==> src/rtl/fetch_unit.sv <==
// Instruction fetch stage: issues one word-aligned read at a time, holds the returned
// instruction for decode, and computes the next fetch address (sequential or jump).
module fetch_unit #(
  parameter logic [31:0] RESET_PC = 32'h0000_0000
) (
  input  logic        clk,
  input  logic        rst_n,
  output logic        imem_req,
  output logic [31:0] imem_addr,
  input  logic        imem_ready,
  input  logic [31:0] imem_rdata,
  output logic        instr_valid,
  input  logic        instr_ready,
  output logic [31:0] instr,
  output logic [5:0]  op,
  output logic [3:0]  func,
  output logic [31:0] pc,
  input  logic        jump,
  output logic [15:0] fetch_count
);

  typedef enum logic [1:0] {StIdle, StFetch, StHold} state_e;

  state_e      state_q, state_d;
  logic [31:0] fetch_addr_q, fetch_addr_d;
  logic [31:0] pc_q, pc_d;
  logic [31:0] instr_q, instr_d;
  logic [15:0] count_q, count_d;
  logic [31:0] pc_plus4;

  assign pc_plus4 = pc_q + 32'd4;

  always_comb begin
    state_d      = state_q;
    fetch_addr_d = fetch_addr_q;
    pc_d         = pc_q;
    instr_d      = instr_q;
    count_d      = count_q;
    unique case (state_q)
      StIdle: state_d = StFetch;
      StFetch: begin
        if (imem_ready) begin
          instr_d = imem_rdata;
          pc_d    = fetch_addr_q;
          state_d = StHold;
        end
      end
      StHold: begin
        if (instr_ready) begin
          count_d      = count_q + 16'd1;
          // Jump keeps the top nibble of the sequential successor.
          fetch_addr_d = jump ? {pc_plus4[31:28], instr_q[25:0], 2'b00} : pc_plus4;
          state_d      = StFetch;
        end
      end
      default: state_d = StIdle;
    endcase
  end

  always_ff @(posedge clk or negedge rst_n) begin
    if (!rst_n) begin
      state_q      <= StIdle;
      fetch_addr_q <= RESET_PC;
      pc_q         <= RESET_PC;
      instr_q      <= 32'h0;
      count_q      <= 16'h0;
    end else begin
      state_q      <= state_d;
      fetch_addr_q <= fetch_addr_d;
      pc_q         <= pc_d;
      instr_q      <= instr_d;
      count_q      <= count_d;
    end
  end

  assign imem_req    = (state_q == StFetch);
  assign imem_addr   = {fetch_addr_q[31:2], 2'b00};
  assign instr_valid = (state_q == StHold);
  assign instr       = instr_q;
  assign op          = instr_q[31:26];
  assign func        = instr_q[3:0];
  assign pc          = pc_q;
  assign fetch_count = count_q;

endmodule
==> config.mk <==
export PLATFORM = sky130hd
export DESIGN_NAME = fetch_unit
export DESIGN_NICKNAME = d
export VERILOG_FILES = /design/src/rtl/fetch_unit.sv
export SDC_FILE = /design/constraint.sdc
export NUM_CORES = 1
export LEC_CHECK = 0
export BUFFER_PORTS_ARGS = -buffer_cell sky130_fd_sc_hd__buf_4
export CAP_MARGIN = 20
export CORE_ASPECT_RATIO = 0.5
export CORE_MARGIN = 2
export CORE_UTILIZATION = 47
export DETAILED_ROUTE_END_ITERATION = 10
export PLACE_DENSITY_LB_ADDON = 0.08
export SYNTH_ARGS = -nofsm -noshare
export SYNTH_HDL_FRONTEND = slang
export SYNTH_SLANG_ARGS = --single-unit
==> constraint.sdc <==
create_clock -name clk -period 1.9 [get_ports clk]
set_input_delay 0.095 -clock clk [delete_from_list [all_inputs] [get_ports clk]]
set_output_delay 0.095 -clock clk [all_outputs]
set_load 0.02 [all_outputs]
## Yosys cells after proc, flatten, opt, wreduce, memory -nomap -nowiden

Index checks and enable logic that the tools add are counted.

- Memories: 0
- Memory bits (writable): 0
- Bits in latches: 0
- Logic and storage cells: 19
- Input bits: 37
- Flip-flop bits (word level): 114
- Memory bits (read-only): 0

- Muxes and demuxes: 4
- Shifts and indexed selects: 0
- $add $sub $neg: 2
- Reduce and logical (&&, ||, !) cells: 4
- Bitwise gates (word level): 0
- Divide/modulo/power cells: 0
- $mul: 0
- Eq/ne operators: 4
- Magnitude comparators: 0

Operators with widths:

| cell | count |
|---|---|
| $add A32 B3 Y32 const B | 1 |
| $mux W28 | 1 |
| $add A16 B1 Y16 const B | 1 |
| $pmux W2 S3 | 1 |
| $reduce_and A2 Y1 | 3 |
| $mux W2 | 2 |
| $ne A2 B1 Y1 const B | 2 |
| $eq A2 B1 Y1 const B | 1 |
| $eq A2 B2 Y1 const B | 1 |
| $logic_not A2 Y1 | 1 |

## Longest topological paths before layout

Gate-level depths: netlist of run 1.

- Depth after elaboration: 3
- Gate-level depth with buffers: 6
- Depth with buffers taken out: 6

## Worst setup path after synthesis of run 1

No wires, ideal clock.

- Path kind: reg2reg
- From: reg pc_q[5], in the netlist pc[5]
- To: reg fetch_addr_q[24]
- Path slack: -0.116 ns
- Clock period less this slack: 2.016 ns
- Stages on the path, launching flop included: 7
- Setup time: 0.131 ns
- Data arrival time: 1.886 ns
- Cell sequence: dfrtp_1 > nand4_4 > or4_4 > buf_6 > o31a_1 > o31ai_1 > o21ai_1

- Longest elaborated chain between the ends: 2

RTL lines:

| element | RTL line | RTL |
|---|---|---|
| start, declared | 26 | `logic [31:0] pc_q, pc_d;` |
| start signal, assigned | 70 | `pc_q <= pc_d;` |
| $add A32 B3 Y32 | 31 | `assign pc_plus4 = pc_q + 32'd4;` |
| $mux W28 | 52 | `fetch_addr_d = jump ? {pc_plus4[31:28], instr_q[25:0], 2'b00} : pc_plus4;` |
| end signal, assigned | 69 | `fetch_addr_q <= fetch_addr_d;` |
| end, declared | 25 | `logic [31:0] fetch_addr_q, fetch_addr_d;` |

Every way passes these cells.
A chain may end at the register's enable or synchronous reset.

## Worst setup path in the final report of run 1

- From: reg pc_q[6], in the netlist pc[6]
- To: reg fetch_addr_q[25]

The elaborated chain is that of the path after synthesis.

==> results of run 1 <==
## cell usage in the layout (no fill, tap or decap), types with 11 or more instances in the layout
| master | netlist | layout |
|---|---|---|
| buf_4 | 45 | 191 |
| dlygate4sd3_1 | 0 | 35 |
| and3_1 | 15 | 15 |
| nand3_1 | 18 | 16 |
| nor2_1 | 18 | 18 |
| clkbuf_16 | 0 | 17 |
| nand2_1 | 44 | 43 |
| o21ai_0 | 22 | 22 |
| dfrtp_1 | 114 | 106 |
| a21oi_1 | 19 | 19 |
| xor2_1 | 13 | 13 |
| nand4_1 | 11 | 11 |
| xnor2_1 | 23 | 23 |
| mux2_2 | 66 | 66 |
## power by group
group	internal (mW)	switching [mW]	leakage (nW)
combinational	2.64	2.83	1.92
sequential	3.36	0.869	1.42
clock	2.12	1.09	0.286
## cells by family (layout without fill, tap and decap cells)
family	after synthesis	in the layout	share of synthesized area
xor+xnor	36	36	0.0574
fa+ha+maj	2	2	0.00455
buf+inv	71	264	0.0806
flops	114	114	0.519
compound gates	64	64	0.0676
simple gates	139	139	0.133
mux	67	67	0.137
other cells	1	2	0.000682
## flip-flops by register name, indices dropped and copies added (netlist names)
| signal | flops |
|---|---|
| fetch_addr_q | 32 |
| state_q | 2 |
| pc | 32 |
| fetch_count | 16 |
| instr | 32 |
## per-layer routing
layer	routed length, um	up-vias	global-route usage	share of wire
met5	0	-	0	0
met4	82	0	0.0587	0.0059
met3	888	7	0.0642	0.064
met2	6250	139	0.351	0.45
met1	6580	2108	0.325	0.48
li1	-	2042	-	-
## timing repair
action,4_1_cts,5_1_grt
hold buffers,35,0
endpoints found under the setup margin,0,5
hold endpoints to repair,148,0
gates resized for setup,0,3
setup buffers,0,0
## final cells by class
type,count,share of cell area
Inverter,4,0.00194
Timing Repair Buffer,228,0.236
Clock buffer,22,0.0601
Clock inverter,10,0.0172
Tap cell,159,0.0258
Multi-Input combinational cell,310,0.288
Sequential cell,114,0.371
## tightest hold or removal path: stages
cell	delay [ns]
buf_4	0.17
a21oi_1	0.13
o21ai_0	0.07
## worst paths after layout
kind,slack (ns),end,start,cells after the start
hold reg to reg,0.47,fetch_addr_q[0]$_DFFE_PN0P_,fetch_addr_q[0]$_DFFE_PN0P_,2
min in group asynchronous,0.32,fetch_count[10]$_DFFE_PN0P_,rst_n,3
hold / removal,0.12,fetch_addr_q[2]$_DFFE_PN0P_,jump,3
setup / recovery,0.08,fetch_addr_q[25]$_DFFE_PN0P_,pc[6]$_DFFE_PN0P_,5
setup reg to reg,0.08,fetch_addr_q[25]$_DFFE_PN0P_,pc[6]$_DFFE_PN0P_,5
max in group asynchronous,1.07,pc[7]$_DFFE_PN0P_,rst_n,3
## through the flow
| stage | TNS, ns | utilization | cell area [sq um] |
|---|---|---|---|
| 3_3_place_gp | 0 | 0.605 | 6760 |
| 2_1_floorplan | -0.0218 | - | 5510 |
| 4_1_cts | 0 | 0.689 | 7710 |
| 5_1_grt | 0 | 0.691 | 7720 |
| 6_report | 0 | 0.691 | 7720 |
| 3_5_place_dp | 0 | 0.605 | 6760 |
==> results.sh, run 1 <==
export IMPL_path_class="reg2reg"
export IMPL_dp_slack_ns=0.0797
export IMPL_min_path_type="in2reg"
export IMPL_seqCellArea_sq_mm=0.00286
export IMPL_clkLatencyLatePin_ns=0.40
export IMPL_vias_per_cell=5.07
export IMPL_die_w_um=157
export IMPL_crit_chain="nand4_4 > or4_4 > o31a_1 > o31ai_1 > o21ai_1"
export IMPL_grt_pass1_vias=4190
export IMPL_nFillCells=851
export IMPL_drtPass1Iterations=4
export IMPL_rows=27
export IMPL_slew_headroom=0.578
export IMPL_layout_nets=714
export IMPL_peakVddDrop_uv=1050
export IMPL_dp_cells=780
export IMPL_synth_common_cells="dfrtp_1 (114), mux2_2 (66), buf_4 (45), nand2_1 (44), xnor2_1 (23)"
export IMPL_syn_cell_area_sq_mm=0.00550
export IMPL_layoutNonFillerInstCount=847
export IMPL_synthTopCellsByArea="dfrtp_1 (52%), mux2_2 (14%), buf_4 (6.1%), xnor2_1 (3.7%), nand2_1 (3.0%)"
export IMPL_clkSlewWorstSetupHoldPaths_ns=0.05
export IMPL_min_period_ns=1.82
export IMPL_drv_slew=0
export IMPL_yosys_area_top_type="dfrtp_1"
export IMPL_gp_congestion=0.781
export IMPL_crit_arrival_ns=2.11
export IMPL_ios=161
export IMPL_p_total_mw=12.9
export IMPL_grt_overflow=0
export IMPL_antennaDiodeCount=0
export IMPL_avgSynthCellArea_sq_um=11.1
export IMPL_routed_wirelength_um=13800
export IMPL_path_delay_family="simple AND/OR/NAND/NOR gates"
export IMPL_hold_ws_ns=0.119
export IMPL_cts_root_buf="clkbuf_16"
export IMPL_status="complete, no violations"
export IMPL_synth_seq_area_share=0.519
export IMPL_synth_ff_type="dfrtp_1"
export IMPL_fmax_ghz=0.549
export IMPL_area_growth_synth_to_final_pct=40.5
export IMPL_rsz0062_at_grt="no"
export IMPL_synth_cells=494
export IMPL_postSynth_asyncResetShare=1.00
export IMPL_vias=4296
export IMPL_slowest_delay_ns=0.61
export IMPL_first_iter_violations=273
export IMPL_grt_total_usage=0.230
export IMPL_grt_max_degree=115
export IMPL_power_density_mw_per_mm2=1670
export IMPL_yosys_warnings=0
export IMPL_ys_seq_elements=114
export IMPL_fin_skew_ns=0.00874
export IMPL_cts_tree="yes"
export IMPL_hold_violations=0
export IMPL_synth_top_area_frac=0.519
export IMPL_coreArea_sq_mm=0.0112
export IMPL_cts_inserted_buffers=17
export IMPL_drc=0
export IMPL_die_area_sq_mm=0.0126
export IMPL_synth_cell_types=43
export IMPL_worst_pin_slew_ns=0.633
export IMPL_port_buffers=158
export IMPL_die_h_um=80.5
export IMPL_htree_levels=4
export IMPL_final_antenna_net_count=0
export IMPL_synth_edf_count=0
export IMPL_worstPathBufferInverterCount=0
export IMPL_setup_violations=0
export IMPL_clk_path_buf_depth=2
export IMPL_antenna_found_initial=0
export IMPL_initial_core_util=0.491
export IMPL_routedWlPerCell_um=16.3
export IMPL_multiInputGateArea_sq_mm=0.00222
export IMPL_p_leak_nw=3.63
export IMPL_postLayoutSetupSlackWorst_ns=0.0769
export IMPL_dp_hpwl_um=9370
export IMPL_drive_above_1_share=0.449
export IMPL_grt_pass1_wl_um=22100
export IMPL_endpoint_kind="flip-flop"
export IMPL_cp_required_ns=2.19
export IMPL_yosysMostFrequentCell="dfrtp_1"
export IMPL_worst_setup_path_start_kind="flip-flop"
export IMPL_critPathMaxFanout=9
export IMPL_clkSinkCount=114
export IMPL_fin_crit_sh=0.960
export IMPL_max_cap_violations=0
export IMPL_slowest_stage="or4_4"
(Power assumes the default switching activity.)
==> run 2: changes to the inputs <==
--- a/config.mk
+++ b/config.mk
@@ -6,10 +6,9 @@
 export NUM_CORES = 1
 export LEC_CHECK = 0
 export BUFFER_PORTS_ARGS = -buffer_cell sky130_fd_sc_hd__buf_4
-export CAP_MARGIN = 20
 export CORE_ASPECT_RATIO = 0.5
 export CORE_MARGIN = 2
-export CORE_UTILIZATION = 47
+export CORE_UTILIZATION = 56
 export DETAILED_ROUTE_END_ITERATION = 10
 export PLACE_DENSITY_LB_ADDON = 0.08
 export SYNTH_ARGS = -nofsm -noshare
==> constraint.sdc (replaced) <==
create_clock -name clk -period 2.15 [get_ports clk]
set_input_delay 0.1075 -clock clk [delete_from_list [all_inputs] [get_ports clk]]
set_output_delay 0.1075 -clock clk [all_outputs]
set_load 0.02 [all_outputs]
==> results.sh, run 2 (synthesis results as in run 1) <==
export IMPL_layout_nets=695
export IMPL_hold_violations=0
export IMPL_port_buffers=158
export IMPL_hold_ws_ns=0.169
export IMPL_antenna_found_initial=0
export IMPL_fin_crit_sh=0.953
export IMPL_coreArea_sq_mm=0.00948
export IMPL_die_h_um=74.0
export IMPL_endpoint_kind="flip-flop"
export IMPL_status="complete, no violations"
export IMPL_fin_skew_ns=0.00891
export IMPL_final_core_util=0.798
export IMPL_drtPass1Iterations=4
export IMPL_power_density_mw_per_mm2=1500
export IMPL_dp_hpwl_um=9440
export IMPL_slowest_stage="or4_4"
export IMPL_wl_met1_um=6050
export IMPL_clk_path_buf_depth=2
export IMPL_rsz0062_at_grt="no"
export IMPL_drive_above_1_share=0.421
export IMPL_initial_core_util=0.580
export IMPL_gp_congestion=0.835
export IMPL_drv_slew=0
export IMPL_grt_pass1_vias=4368
export IMPL_min_path_type="in2reg"
export IMPL_clkSlewWorstSetupHoldPaths_ns=0.05
export IMPL_critPathMaxFanout=9
export IMPL_cts_setup_buffers=0
export IMPL_top_layer_used="met4"
export IMPL_min_period_ns=2.05
export IMPL_rows=25
export IMPL_grt_max_degree=46
export IMPL_clkSinkCount=114
export IMPL_p_leak_nw=3.56
export IMPL_final_antenna_net_count=0
export IMPL_routedWlPerCell_um=17.9
export IMPL_vias_per_cell=5.44
export IMPL_setup_violations=0
export IMPL_clkLatencyLatePin_ns=0.41
export IMPL_crit_arrival_ns=2.32
export IMPL_grt_overflow=0
export IMPL_grt_pass1_wl_um=22300
export IMPL_grt_total_usage=0.277
export IMPL_cts_inserted_buffers=17
export IMPL_path_delay_family="simple AND/OR/NAND/NOR gates"
export IMPL_cp_required_ns=2.42
export IMPL_routed_wirelength_um=14400
export IMPL_fmax_ghz=0.488
export IMPL_area_growth_synth_to_final_pct=37.6
export IMPL_first_iter_violations=295
export IMPL_die_w_um=144
export IMPL_seqCellArea_sq_mm=0.00285
export IMPL_multiInputGateArea_sq_mm=0.00221
export IMPL_max_cap_violations=0
export IMPL_die_area_sq_mm=0.0107
export IMPL_htree_levels=4
export IMPL_antennaDiodeCount=0
export IMPL_cts_root_buf="clkbuf_16"
export IMPL_crit_chain="nand4_4 > or4_4 > o31a_1 > o31ai_1 > o21ai_1"
export IMPL_slowest_delay_ns=0.64
export IMPL_final_cell_mix="buf_4 (171), dfrtp_1 (113), mux2_2 (66)"
export IMPL_path_class="reg2reg"
export IMPL_final_common_cell="buf_4"
export IMPL_nFillCells=613
export IMPL_slew_headroom=0.659
export IMPL_worst_pin_slew_ns=0.509
export IMPL_dr_wl_met2_um=7220
export IMPL_ios=161
export IMPL_worst_setup_path_start_kind="flip-flop"
export IMPL_wl_met3_um=1010
export IMPL_vias=4363
export IMPL_setup_tns_final_ns=0
export IMPL_worstPathBufferInverterCount=0
export IMPL_cts_tree="yes"
export IMPL_drc=0
export IMPL_peakVddDrop_uv=1040
-- run 2: cell count changes in the layout (fill, tap and decap cells not counted), sizes merged --
cell      delta
clkinvlp     -3
bufinv       -1
clkinv       -3
buf         -19
clkbuf       +5
-- run 2: worst paths after layout --
path | from | end | slack (ns) | cells after the start
max reg2reg | pc[6]$_DFFE_PN0P_ | fetch_addr_q[25]$_DFFE_PN0P_ | 0.10 | 5
max | pc[6]$_DFFE_PN0P_ | fetch_addr_q[25]$_DFFE_PN0P_ | 0.10 | 5
min in group asynchronous | rst_n | fetch_count[15]$_DFFE_PN0P_ | 0.19 | 2
min | jump | fetch_addr_q[2]$_DFFE_PN0P_ | 0.17 | 3
min reg2reg | fetch_count[15]$_DFFE_PN0P_ | fetch_count[15]$_DFFE_PN0P_ | 0.48 | 1
max in group asynchronous | rst_n | pc[5]$_DFFE_PN0P_ | 1.36 | 3
-- run 2: per-stage QoR --
| stage | instance area (sq um) | std cells | setup WS, ns | power [mW] |
|---|---|---|---|---|
| finish | 7560 | 802 | 0.100 | 11.4 |
| global route | 7560 | 802 | 0.0158 | 11.9 |
| CTS | 7550 | 802 | 0.0830 | 11.4 |
| detailed placement | 6590 | 737 | 0.100 | 8.38 |
| global placement | 6590 | 737 | 0.188 | 8.25 |
| floorplan | 5500 | 495 | 0.134 | 6.68 |
-- run 2: report_power, final --
| part | internal [mW] | total, mW | switching, mW |
|---|---|---|---|
| combinational | 2.20 | 4.59 | 2.39 |
| clock | 1.97 | 2.89 | 0.917 |
| sequential | 2.96 | 3.89 | 0.935 |
| total | 7.13 | 11.4 | 4.24 |
-- run 2: per-layer routing --
layer	global-route usage	up-vias
met4	0.103	0
met1	0.350	2203
met5	0	-
met3	0.0702	8
met2	0.475	146
li1	-	2006
-- run 2: final cells by class --
cell class | count | area share
Clock inverter | 3 | 0.00860
Tap cell | 135 | 0.0223
Clock buffer | 27 | 0.0731
Timing Repair Buffer | 209 | 0.224
Multi-Input combinational cell | 310 | 0.292
Sequential cell | 114 | 0.377
Inverter | 4 | 0.00199
-- run 2: worst reg2reg max path, stage by stage (launching register included) --
cell and delay [ns]:
dfrtp_1 0.47, nand4_4 0.20, or4_4 0.64, o31a_1 0.31
o31ai_1 0.22, o21ai_1 0.08
-- run 2: repair_timing --
item | CTS | global route
hold endpoints to repair | 64 | 0
setup endpoints to repair | 0 | 2
hold buffers | 35 | 0
resized for setup | 0 | 2
==> run 3: changes to the inputs <==
--- a/config.mk
+++ b/config.mk
@@ -10,7 +10,7 @@
 export CORE_MARGIN = 2
 export CORE_UTILIZATION = 56
 export DETAILED_ROUTE_END_ITERATION = 10
-export PLACE_DENSITY_LB_ADDON = 0.08
+export PLACE_DENSITY = 0.85
 export SYNTH_ARGS = -nofsm -noshare
 export SYNTH_HDL_FRONTEND = slang
 export SYNTH_SLANG_ARGS = --single-unit
==> results.sh, run 3 (synthesis results as in run 1) <==
export IMPL_status="complete, no violations"
export IMPL_slew_headroom=0.640
export IMPL_initial_core_util=0.580
export IMPL_hold_violations=0
export IMPL_min_period_ns=2.01
export IMPL_p_seq_frac=0.346
export IMPL_final_antenna_net_count=0
export IMPL_max_cap_violations=0
export IMPL_worstPathBufferInverterCount=0
export IMPL_die_area_sq_mm=0.0107
export IMPL_clk_path_buf_depth=2
export IMPL_area_growth_synth_to_final_pct=36.7
export IMPL_postLayoutSetupSlackWorst_ns=0.140
export IMPL_first_iter_violations=458
export IMPL_rrSetupSlack_ns=0.14
export IMPL_multiInputGateArea_sq_mm=0.00222
export IMPL_peakVddDrop_uv=1090
export IMPL_drtPass1Iterations=7
export IMPL_routedWlPerCell_um=19.1
export IMPL_ff2ff_path_depth=5
export IMPL_min_path_type="in2async"
export IMPL_fmax_ghz=0.498
export IMPL_fin_skew_ns=0.00775
export IMPL_final_area_sq_mm=0.00751
export IMPL_final_common_cell="buf_4"
export IMPL_coreArea_sq_mm=0.00948
export IMPL_vias=4569
export IMPL_cts_tree="yes"
export IMPL_port_buffers=158
export IMPL_ios=161
export IMPL_crit_arrival_ns=2.29
export IMPL_slowest_stage="or4_4"
export IMPL_vias_per_cell=5.70
export IMPL_gp_congestion=0.836
export IMPL_drv_slew=0
export IMPL_die_h_um=74.0
export IMPL_grt_total_usage=0.298
export IMPL_fin_crit_sh=0.935
export IMPL_grt_overflow=0
export IMPL_placed_cell_area_sq_mm=0.00655
export IMPL_p_leak_nw=3.52
export IMPL_p_int_mw=6.96
export IMPL_drc=0
export IMPL_drive_above_1_share=0.420
export IMPL_clkPwrFrac=0.247
export IMPL_seqCellArea_sq_mm=0.00285
export IMPL_critPathMaxFanout=9
export IMPL_layout_nets=692
export IMPL_antenna_found_initial=0
export IMPL_cts_setup_buffers=0
export IMPL_clkSlewWorstSetupHoldPaths_ns=0.05
export IMPL_htree_levels=4
export IMPL_hold_ws_ns=0.0818
export IMPL_cp_required_ns=2.43
export IMPL_antennaDiodeCount=0
export IMPL_final_cell_mix="buf_4 (169), dfrtp_1 (113), mux2_2 (66)"
export IMPL_die_w_um=144
export IMPL_path_class="reg2reg"
export IMPL_grt_pass1_vias=4654
export IMPL_grt_pass1_wl_um=23900
export IMPL_rows=25
export IMPL_endpoint_kind="flip-flop"
export IMPL_swShare=0.387
export IMPL_worst_pin_slew_ns=0.539
export IMPL_nFillCells=561
export IMPL_reg2reg_from="pc[19]$_DFFE_PN0P_"
export IMPL_cts_root_buf="clkbuf_16"
export IMPL_clkLatencyLatePin_ns=0.42
export IMPL_slowest_delay_ns=0.59
export IMPL_setup_violations=0
export IMPL_power_density_mw_per_mm2=1510
export IMPL_switchingPower_mw=4.40
export IMPL_path_delay_family="simple AND/OR/NAND/NOR gates"
export IMPL_dp_slack_ns=0.185
export IMPL_r2r_end="fetch_addr_q[24]$_DFFE_PN0P_"
export IMPL_worst_setup_path_start_kind="flip-flop"
export IMPL_cts_inserted_buffers=17
export IMPL_dp_hpwl_um=9290
export IMPL_routed_wirelength_um=15300
export IMPL_clkSinkCount=114
export IMPL_grt_max_degree=63
export IMPL_p_comb_frac=0.406
export IMPL_crit_chain="nand4_4 > or4_4 > o31a_1 > o31ai_1 > o21ai_1"
[run 3: changes by cell type in the layout (fill, tap and decap cells not counted), sizes merged]
cell	previous run	this run
buf	174	171
clkinvlp	0	2
clkbuf	27	23
clkinv	1	5
[run 3: final cells by class]
type	instances	area share
clock inverters	9	0.0138
clock buffers	23	0.0649
inverters	4	0.00200
repair buffers	206	0.221
multi-input cells	310	0.296
well taps	135	0.0225
flip-flops and latches	114	0.380
[run 3: what timing repair did]
action,in CTS,in global routing
resized for setup,0,4
hold endpoints to repair,148,0
setup endpoints to repair,0,5
hold buffers,35,0
[run 3: worst reg2reg max path: cells and delay by family (launching register included)]
| family | cells | cell delay (ns) |
|---|---|---|
| simple gates | 2 | 0.76 |
| compound gates | 3 | 0.66 |
| flops | 1 | 0.47 |
[run 3: power groups by stage]
stage | logic (mW) | clock network (mW) | registers, mW
4_1_cts | 4.57 | 2.82 | 3.85
5_1_grt | 4.86 | 2.92 | 4.03
3_5_place_dp | 4.48 | 0 | 3.86
3_3_place_gp | 4.40 | 0 | 3.80
6_report | 4.61 | 2.81 | 3.93
2_1_floorplan | 2.37 | 0 | 4.31
[run 3: per-layer routing]
metal,vias up,share of wire,track usage
li1,2010,-,-
met1,2268,0.39,0.357
met2,244,0.50,0.516
met3,47,0.078,0.0798
met4,0,0.025,0.141
met5,-,0,0
[run 3: how the worst max path moves through the flow]
stage / startpoint / endpoint / slack [ns] / depth (start not counted)
final: pc[19]$_DFFE_PN0P_ / fetch_addr_q[24]$_DFFE_PN0P_ / 0.14 / 5
after CTS: pc[18]$_DFFE_PN0P_ / fetch_addr_q[24]$_DFFE_PN0P_ / 0.15 / 5
after detailed placement: pc[18]$_DFFE_PN0P_ / fetch_addr_q[24]$_DFFE_PN0P_ / 0.19 / 5
after floorplan: pc[5]$_DFFE_PN0P_ / fetch_addr_q[24]$_DFFE_PN0P_ / 0.13 / 6
after global placement: pc[5]$_DFFE_PN0P_ / fetch_addr_q[25]$_DFFE_PN0P_ / 0.27 / 5
after global routing: pc[19]$_DFFE_PN0P_ / fetch_addr_q[24]$_DFFE_PN0P_ / -0.005 / 5
[run 3: metrics by stage]
step	TNS (ns)	total power [mW]	util	instances
finish	0	11.4	0.793	801
global route	-0.00539	11.8	0.793	801
CTS	0	11.2	0.791	801
detailed placement	0	8.34	0.691	734
global placement	0	8.20	0.691	734
floorplan	0	6.68	-	495
